<file path="src/rtl/vga_capture_if.sv">
// VGA pixel/sync bundle: active-low syncs plus RGB, driven by a timing source
// and sampled by the capture block.
interface vga_capture_if #(
  parameter int DATA_W = 24
) ();
  logic              hsync;
  logic              vsync;
  logic [DATA_W-1:0] rgb;

  modport master (output hsync, vsync, rgb);
  modport slave  (input  hsync, vsync, rgb);
endinterface

</file>
<file path="src/rtl/vga_capture.sv">
// VGA receive side: recovers pixel coordinates from hsync/vsync, qualifies
// active-area pixels and verifies line/frame timing before declaring lock.
module vga_capture #(
  parameter int H_ACTIVE = 640,
  parameter int H_BP     = 48,
  parameter int H_TOTAL  = 800,
  parameter int V_ACTIVE = 480,
  parameter int V_BP     = 33,
  parameter int V_TOTAL  = 525,
  parameter int DATA_W   = 24
) (
  input  logic              clk,
  input  logic              rst_n,
  vga_capture_if.slave      vin,
  output logic              pix_valid,
  output logic [9:0]        pix_x,
  output logic [9:0]        pix_y,
  output logic [DATA_W-1:0] pix_data,
  output logic              frame_start,
  output logic              locked,
  output logic              sync_err
);

  localparam logic [10:0] HB  = 11'(H_BP);
  localparam logic [10:0] HE  = 11'(H_BP + H_ACTIVE);
  localparam logic [10:0] HT1 = 11'(H_TOTAL - 1);
  localparam logic [9:0]  VB  = 10'(V_BP);
  localparam logic [9:0]  VE  = 10'(V_BP + V_ACTIVE);
  localparam logic [10:0] VT  = 11'(V_TOTAL);

  typedef enum logic [1:0] {
    SEARCH  = 2'd0,
    ACQUIRE = 2'd1,
    LOCKED  = 2'd2
  } state_t;

  state_t            state_q, state_d;
  logic              hs_q, hs_d, vs_q, vs_d;
  logic [DATA_W-1:0] rgb_q;
  logic [10:0]       h_pos_q, h_pos;
  logic [9:0]        v_pos_q, v_pos;
  logic [9:0]        fcnt_q, fcnt_d;
  logic [10:0]       line_cnt;
  logic              hrise, vrise, active;
  logic              line_err, frame_bad;
  logic              line_ref_q, line_ref_d;
  logic              acq_bad_q, acq_bad_d;
  logic              err_d;

  function automatic logic [10:0] sat_inc11(input logic [10:0] a);
    return (&a) ? a : a + 11'd1;
  endfunction

  function automatic logic [9:0] sat_inc10(input logic [9:0] a);
    return (&a) ? a : a + 10'd1;
  endfunction

  // Stage 1: sample the raw syncs and pixel data
  always_ff @(posedge clk or negedge rst_n) begin
    if (!rst_n) begin
      hs_q  <= 1'b1;
      hs_d  <= 1'b1;
      vs_q  <= 1'b1;
      vs_d  <= 1'b1;
      rgb_q <= '0;
    end else begin
      hs_q  <= vin.hsync;
      hs_d  <= hs_q;
      vs_q  <= vin.vsync;
      vs_d  <= vs_q;
      rgb_q <= vin.rgb;
    end
  end

  assign hrise = hs_q & ~hs_d;
  assign vrise = vs_q & ~vs_d;

  // Position of the stage-1 sample; the hrise sample itself is column 0.
  assign h_pos  = hrise ? '0 : sat_inc11(h_pos_q);
  assign v_pos  = vrise ? '0 : (hrise ? sat_inc10(v_pos_q) : v_pos_q);
  assign fcnt_d = vrise ? '0 : (hrise ? sat_inc10(fcnt_q) : fcnt_q);

  // An hrise landing on the vrise cycle still belongs to the frame just ended.
  assign line_cnt  = {1'b0, fcnt_q} + {10'd0, hrise};
  assign frame_bad = (line_cnt != VT);
  assign line_err  = hrise & line_ref_q & (h_pos_q != HT1);

  assign active = (h_pos >= HB) && (h_pos < HE) && (v_pos >= VB) && (v_pos < VE);

  always_ff @(posedge clk or negedge rst_n) begin
    if (!rst_n) begin
      h_pos_q <= '0;
      v_pos_q <= '0;
      fcnt_q  <= '0;
    end else begin
      h_pos_q <= h_pos;
      v_pos_q <= v_pos;
      fcnt_q  <= fcnt_d;
    end
  end

  always_comb begin
    state_d    = state_q;
    line_ref_d = line_ref_q;
    acq_bad_d  = acq_bad_q;
    err_d      = 1'b0;
    case (state_q)
      SEARCH: begin
        line_ref_d = 1'b0;
        acq_bad_d  = 1'b0;
        if (vrise) state_d = ACQUIRE;
      end
      ACQUIRE: begin
        if (hrise) line_ref_d = 1'b1;
        if (vrise) begin
          if (!acq_bad_q && !line_err && !frame_bad) state_d = LOCKED;
          acq_bad_d = 1'b0;
        end else if (line_err) begin
          acq_bad_d = 1'b1;
        end
      end
      LOCKED: begin
        if (hrise) line_ref_d = 1'b1;
        if (line_err || (vrise && frame_bad)) begin
          err_d   = 1'b1;
          state_d = SEARCH;
        end
      end
      default: state_d = SEARCH;
    endcase
  end

  always_ff @(posedge clk or negedge rst_n) begin
    if (!rst_n) begin
      state_q    <= SEARCH;
      line_ref_q <= 1'b0;
      acq_bad_q  <= 1'b0;
    end else begin
      state_q    <= state_d;
      line_ref_q <= line_ref_d;
      acq_bad_q  <= acq_bad_d;
    end
  end

  // Stage 2: registered pixel and status outputs
  always_ff @(posedge clk or negedge rst_n) begin
    if (!rst_n) begin
      pix_valid   <= 1'b0;
      pix_x       <= '0;
      pix_y       <= '0;
      pix_data    <= '0;
      frame_start <= 1'b0;
      locked      <= 1'b0;
      sync_err    <= 1'b0;
    end else begin
      pix_valid   <= active && (state_q == LOCKED);
      frame_start <= active && (state_q == LOCKED) && (h_pos == HB) && (v_pos == VB);
      if (active) begin
        pix_x    <= 10'(h_pos - HB);
        pix_y    <= v_pos - VB;
        pix_data <= rgb_q;
      end
      locked   <= (state_d == LOCKED);
      sync_err <= err_d;
    end
  end

endmodule
</file>
<file path="src/flat_wrapper.sv">
// flat-port wrapper written by rule: the top's interface ports become plain ports
module vga_capture_flat 
#(
  parameter int H_ACTIVE = 640,
  parameter int H_BP     = 48,
  parameter int H_TOTAL  = 800,
  parameter int V_ACTIVE = 480,
  parameter int V_BP     = 33,
  parameter int V_TOTAL  = 525,
  parameter int DATA_W   = 24
)
  (clk, rst_n, pix_valid, pix_x, pix_y, pix_data, frame_start, locked, sync_err, vin_hsync, vin_vsync, vin_rgb);
  vga_capture_if #(.DATA_W(DATA_W)) vin_i ();
  input  logic clk;
  input  logic rst_n;
  output logic pix_valid;
  output logic [9:0] pix_x;
  output logic [9:0] pix_y;
  output logic [DATA_W-1:0] pix_data;
  output logic frame_start;
  output logic locked;
  output logic sync_err;
  input wire logic [$bits(vin_i.hsync)-1:0] vin_hsync;
  input wire logic [$bits(vin_i.vsync)-1:0] vin_vsync;
  input wire logic [$bits(vin_i.rgb)-1:0] vin_rgb;
  assign vin_i.hsync = vin_hsync;
  assign vin_i.vsync = vin_vsync;
  assign vin_i.rgb = vin_rgb;
  vga_capture #(.H_ACTIVE(H_ACTIVE), .H_BP(H_BP), .H_TOTAL(H_TOTAL), .V_ACTIVE(V_ACTIVE), .V_BP(V_BP), .V_TOTAL(V_TOTAL), .DATA_W(DATA_W)) u_core (.clk(clk), .rst_n(rst_n), .vin(vin_i), .pix_valid(pix_valid), .pix_x(pix_x), .pix_y(pix_y), .pix_data(pix_data), .frame_start(frame_start), .locked(locked), .sync_err(sync_err));
endmodule
</file>
<file path="config.mk">
export PLATFORM = sky130hd
export DESIGN_NAME = vga_capture_flat
export DESIGN_NICKNAME = d
export VERILOG_FILES = /design/src/rtl/vga_capture_if.sv /design/src/rtl/vga_capture.sv /design/src/flat_wrapper.sv
export SDC_FILE = /design/constraint.sdc
export NUM_CORES = 1
export LEC_CHECK = 0
export ABC_CLOCK_PERIOD_IN_PS = 4100
export BUFFER_PORTS_ARGS = -buffer_cell sky130_fd_sc_hd__buf_2
export CAP_MARGIN = 20
export CORE_MARGIN = 2
export CORE_UTILIZATION = 30
export CTS_CLUSTER_SIZE = 12
export DETAILED_ROUTE_END_ITERATION = 10
export SLEW_MARGIN = 15
export SYNTH_ARGS = -nofsm -noshare
export SYNTH_HDL_FRONTEND = slang
export SYNTH_SLANG_ARGS = --single-unit
</file>
<file path="constraint.sdc">
create_clock -name clk -period 4.1 [get_ports clk]
set_clock_uncertainty 0.2 [all_clocks]
set_input_delay 0.82 -clock clk [delete_from_list [all_inputs] [get_ports clk]]
set_output_delay 0.82 -clock clk [all_outputs]
set_load 0.02 [all_outputs]
</file>
==> reports/metrics.csv <==
stage,metric,value,unit
status,status,completed,
worst_setup_path,cp_max_fo,14,
yosys,ys.flop_type,dfrtp_1,
timing,rsz0062_at_grt,no,
worst_setup_path,worstPathRequired,4.14,ns
global_route,overflow,0,
finish,final_layout_size_suffix_gt1_frac,0.318,
die,die_w,137,um
clocking,cts-buffers-inserted,9,
clocking,ctsHtreeMaxLevel,3,
global_route,grt_pass1_wl,19.9,mm
yosys,synth_top_area_cell,dfrtp_1,
yosys,synth.top_cell.area_share,0.502,
die,die_area,0.0188,mm^2
worst_setup_path,critPathCaptureType,register,
clocking,cts_tree,done,
yosys,ys_async_sr_fraction,1.00,
yosys,synth_fp_nets,480,
timing,min_period,3.87,ns
worst_setup_path,critPathBufInv,2,
worst_setup_path,crit_arrival,3.91,ns
worst_setup_path,crit_chain,ha_1 > nand4_1 > a21oi_1 > or3_1 > inv_1 > ha_1 > o2111ai_1 > nor4_2 > a211oi_1 > or4_2 > buf_4 > mux2_4,
die,core,0.0174,mm^2
die,ios,76,
clocking,clk_pin_slew_worst_paths,0.07,ns
finish,fin_nets,566,
yosys,synth_edf_count,0,
yosys,synth-seq-cells,111,
finish,mostFrequentLayoutCells,"107 x dfrtp_1, 74 x buf_2, 36 x mux2_4",
finish,final_util,0.362,
timing,max_slew_margin,0.415,
timing,fin_worst_hold_slack,0.175,ns
global_route,grt_pass1_vias,3887,
yosys,synthTopCellsByArea,"dfrtp_1 50%, mux2_4 10%, ha_1 2.8%",
global_route,grt_max_degree,70,
detailed_routing,drt-initial-drc-count,312,
power,power.leakage,3.16,nW
die,die_h,137,um
yosys,yosys_warnings,0,
timing,fmax,258,MHz
detailed_routing,vias,3738,
detailed_routing,vias_per_cell,4.94,
detailed_routing,ant_nets,0,
timing,tightest_slew,0.878,ns
global_route,grt_util_all_layers,0.138,
detailed_routing,drt-total-wl,12.2,mm
timing,setup_viol,0,
die,num_rows,48,
worst_setup_path,cpMostUsedCell,ha_1,
timing,finalMaxSlewViolations,0,
die,initial_core_util,0.307,
power,peakVddDrop,0.204,mV
placement,placed_area,0.00600,mm^2
yosys,synthesis.area,0.00533,mm^2
clocking,clock_sinks,111,
timing,hold_viol,0,
worst_hold_path,hold_path_class,reg -> reg,
clocking,clock_path_buffers,2,
worst_setup_path,crit_type,reg -> reg,
yosys,ys_types,69,
finish,final_area,0.00629,mm^2
detailed_routing,drc,0,
yosys,syn_avg_cell_area,12.1,um^2
clocking,clkLatencyLatePin,0.36,ns
worst_setup_path,path_delay_family,simple AND/OR/NAND/NOR gates,
global_route,antenna_found_initial,0,
finish,area_growth,18.0,%
finish,insertedDiodeCount,0,
placement,routabilityCongestion,0.926,
detailed_routing,dr.pass1.iters,5,
power,power_density,377,mW/mm^2
flow_run,maxCapViolations,0,
worst_setup_path,cp_slowest_cell,or4_2,
timing,finalSetupTns,0,ns
worst_setup_path,start_kind,register,
placement,hpwl,8.72,mm
detailed_routing,wl_per_cell,16.1,um
yosys,yosysSeqAreaShare,0.522,
timing,period_share,0.945,
worst_setup_path,critPathMaxStageDelay,0.74,ns
finish,layout_commonest_cell,dfrtp_1,
yosys,synthCells,440,
clocking,root_buffer,clkbuf_16,
placement,portBuffers,75,
-- power breakdown --
group | switching, mW | internal, mW | total [mW] | leakage, nW
logic | 0.182 | 0.130 | 0.312 | 1.55
clock network | 0.420 | 0.435 | 0.855 | 0.134
registers | 0.0577 | 1.15 | 1.20 | 1.47
total | 0.660 | 1.71 | 2.37 | 3.16
-- metal layers --
metal | vias to the layer above | share of wire | wire [um] | track usage
met5 | - | 0 | 0 | 0
met4 | 0 | 0.032 | 385 | 0.0693
met3 | 31 | 0.040 | 492 | 0.0302
met2 | 106 | 0.48 | 5830 | 0.221
met1 | 1828 | 0.45 | 5450 | 0.176
li1 | 1773 | - | - | -
-- final cells by class --
class / instances / area (um^2)
repair buffers: 95 / 541
well taps: 225 / 282
flip-flops and latches: 111 / 2780
clock buffers: 11 / 243
fillers: 1693 / 11100
inverters: 17 / 63.8
clock inverters: 5 / 40.0
multi-input cells: 292 / 2340
-- logic make-up (layout without fill, tap and decap cells) --
kind of cell / after synthesis / after routing / synth area share
simple gates: 131 / 131 / 0.139
flops: 111 / 111 / 0.522
compound gates: 73 / 73 / 0.0963
mux: 56 / 56 / 0.141
buf+inv: 37 / 128 / 0.0406
xor+xnor: 20 / 20 / 0.0329
fa+ha+maj: 12 / 12 / 0.0282
-- final timing paths --
path | startpoint | end | slack, ns | cells past startpoint
worst max-delay path | u_core.h_pos_q[0] | u_core.pix_y[3] | 0.23 | 12
worst min-delay path | u_core.vs_q | u_core.vs_d | 0.17 | 0
worst max register to register | u_core.h_pos_q[0] | u_core.pix_y[3] | 0.23 | 12
worst min register to register | u_core.vs_q | u_core.vs_d | 0.17 | 0
max in group asynchronous | rst_n | u_core.pix_data[12] | 2.46 | 2
min in group asynchronous | rst_n | u_core.rgb_q[5] | 0.38 | 1
-- registers in the layout, indices dropped and copies added, names as in the netlist, 2 cells and up --
register and flops:
u_core.fcnt_q 10, u_core.h_pos_q 11, u_core.pix_data 24, u_core.pix_x 10, u_core.pix_y 10, u_core.rgb_q 24
u_core.state_q 2, u_core.v_pos_q 10
-- what timing repair did --
| action | 4_1_cts | 5_1_grt |
|---|---|---|
| endpoints found under the setup margin | 0 | 43 |
| hold buffers | 0 | 0 |
| gates resized for setup | 0 | 1 |
| buffers inserted | 0 | 0 |
-- cells in the mapped netlist (all sizes together), types with 12 or more instances --
master	n
a21oi	14
buf	13
dfrtp	107
ha	12
inv	17
mux2	43
mux2i	13
nand2	26
nand3	17
nor2	23
o21ai	14
-- stage by stage --
step	cells	setup slack [ns]	power [mW]
final	756	0.227	2.37
after CTS	756	0.157	2.40
after floorplan	440	0.526	1.40
after global placement	740	0.271	1.52
after global routing	756	0.0258	2.50
after detailed placement	740	0.180	1.54
-- worst register-to-register path, stage by stage, from the launching register on --
cell	delay, ns
dfrtp_1	0.43
ha_1	0.27
nand4_1	0.20
a21oi_1	0.06
or3_1	0.40
inv_1	0.10
ha_1	0.20
o2111ai_1	0.18
nor4_2	0.26
a211oi_1	0.13
or4_2	0.74
buf_4	0.25
mux2_4	0.33
No activity file was read; power rests on OpenSTA's default activity.
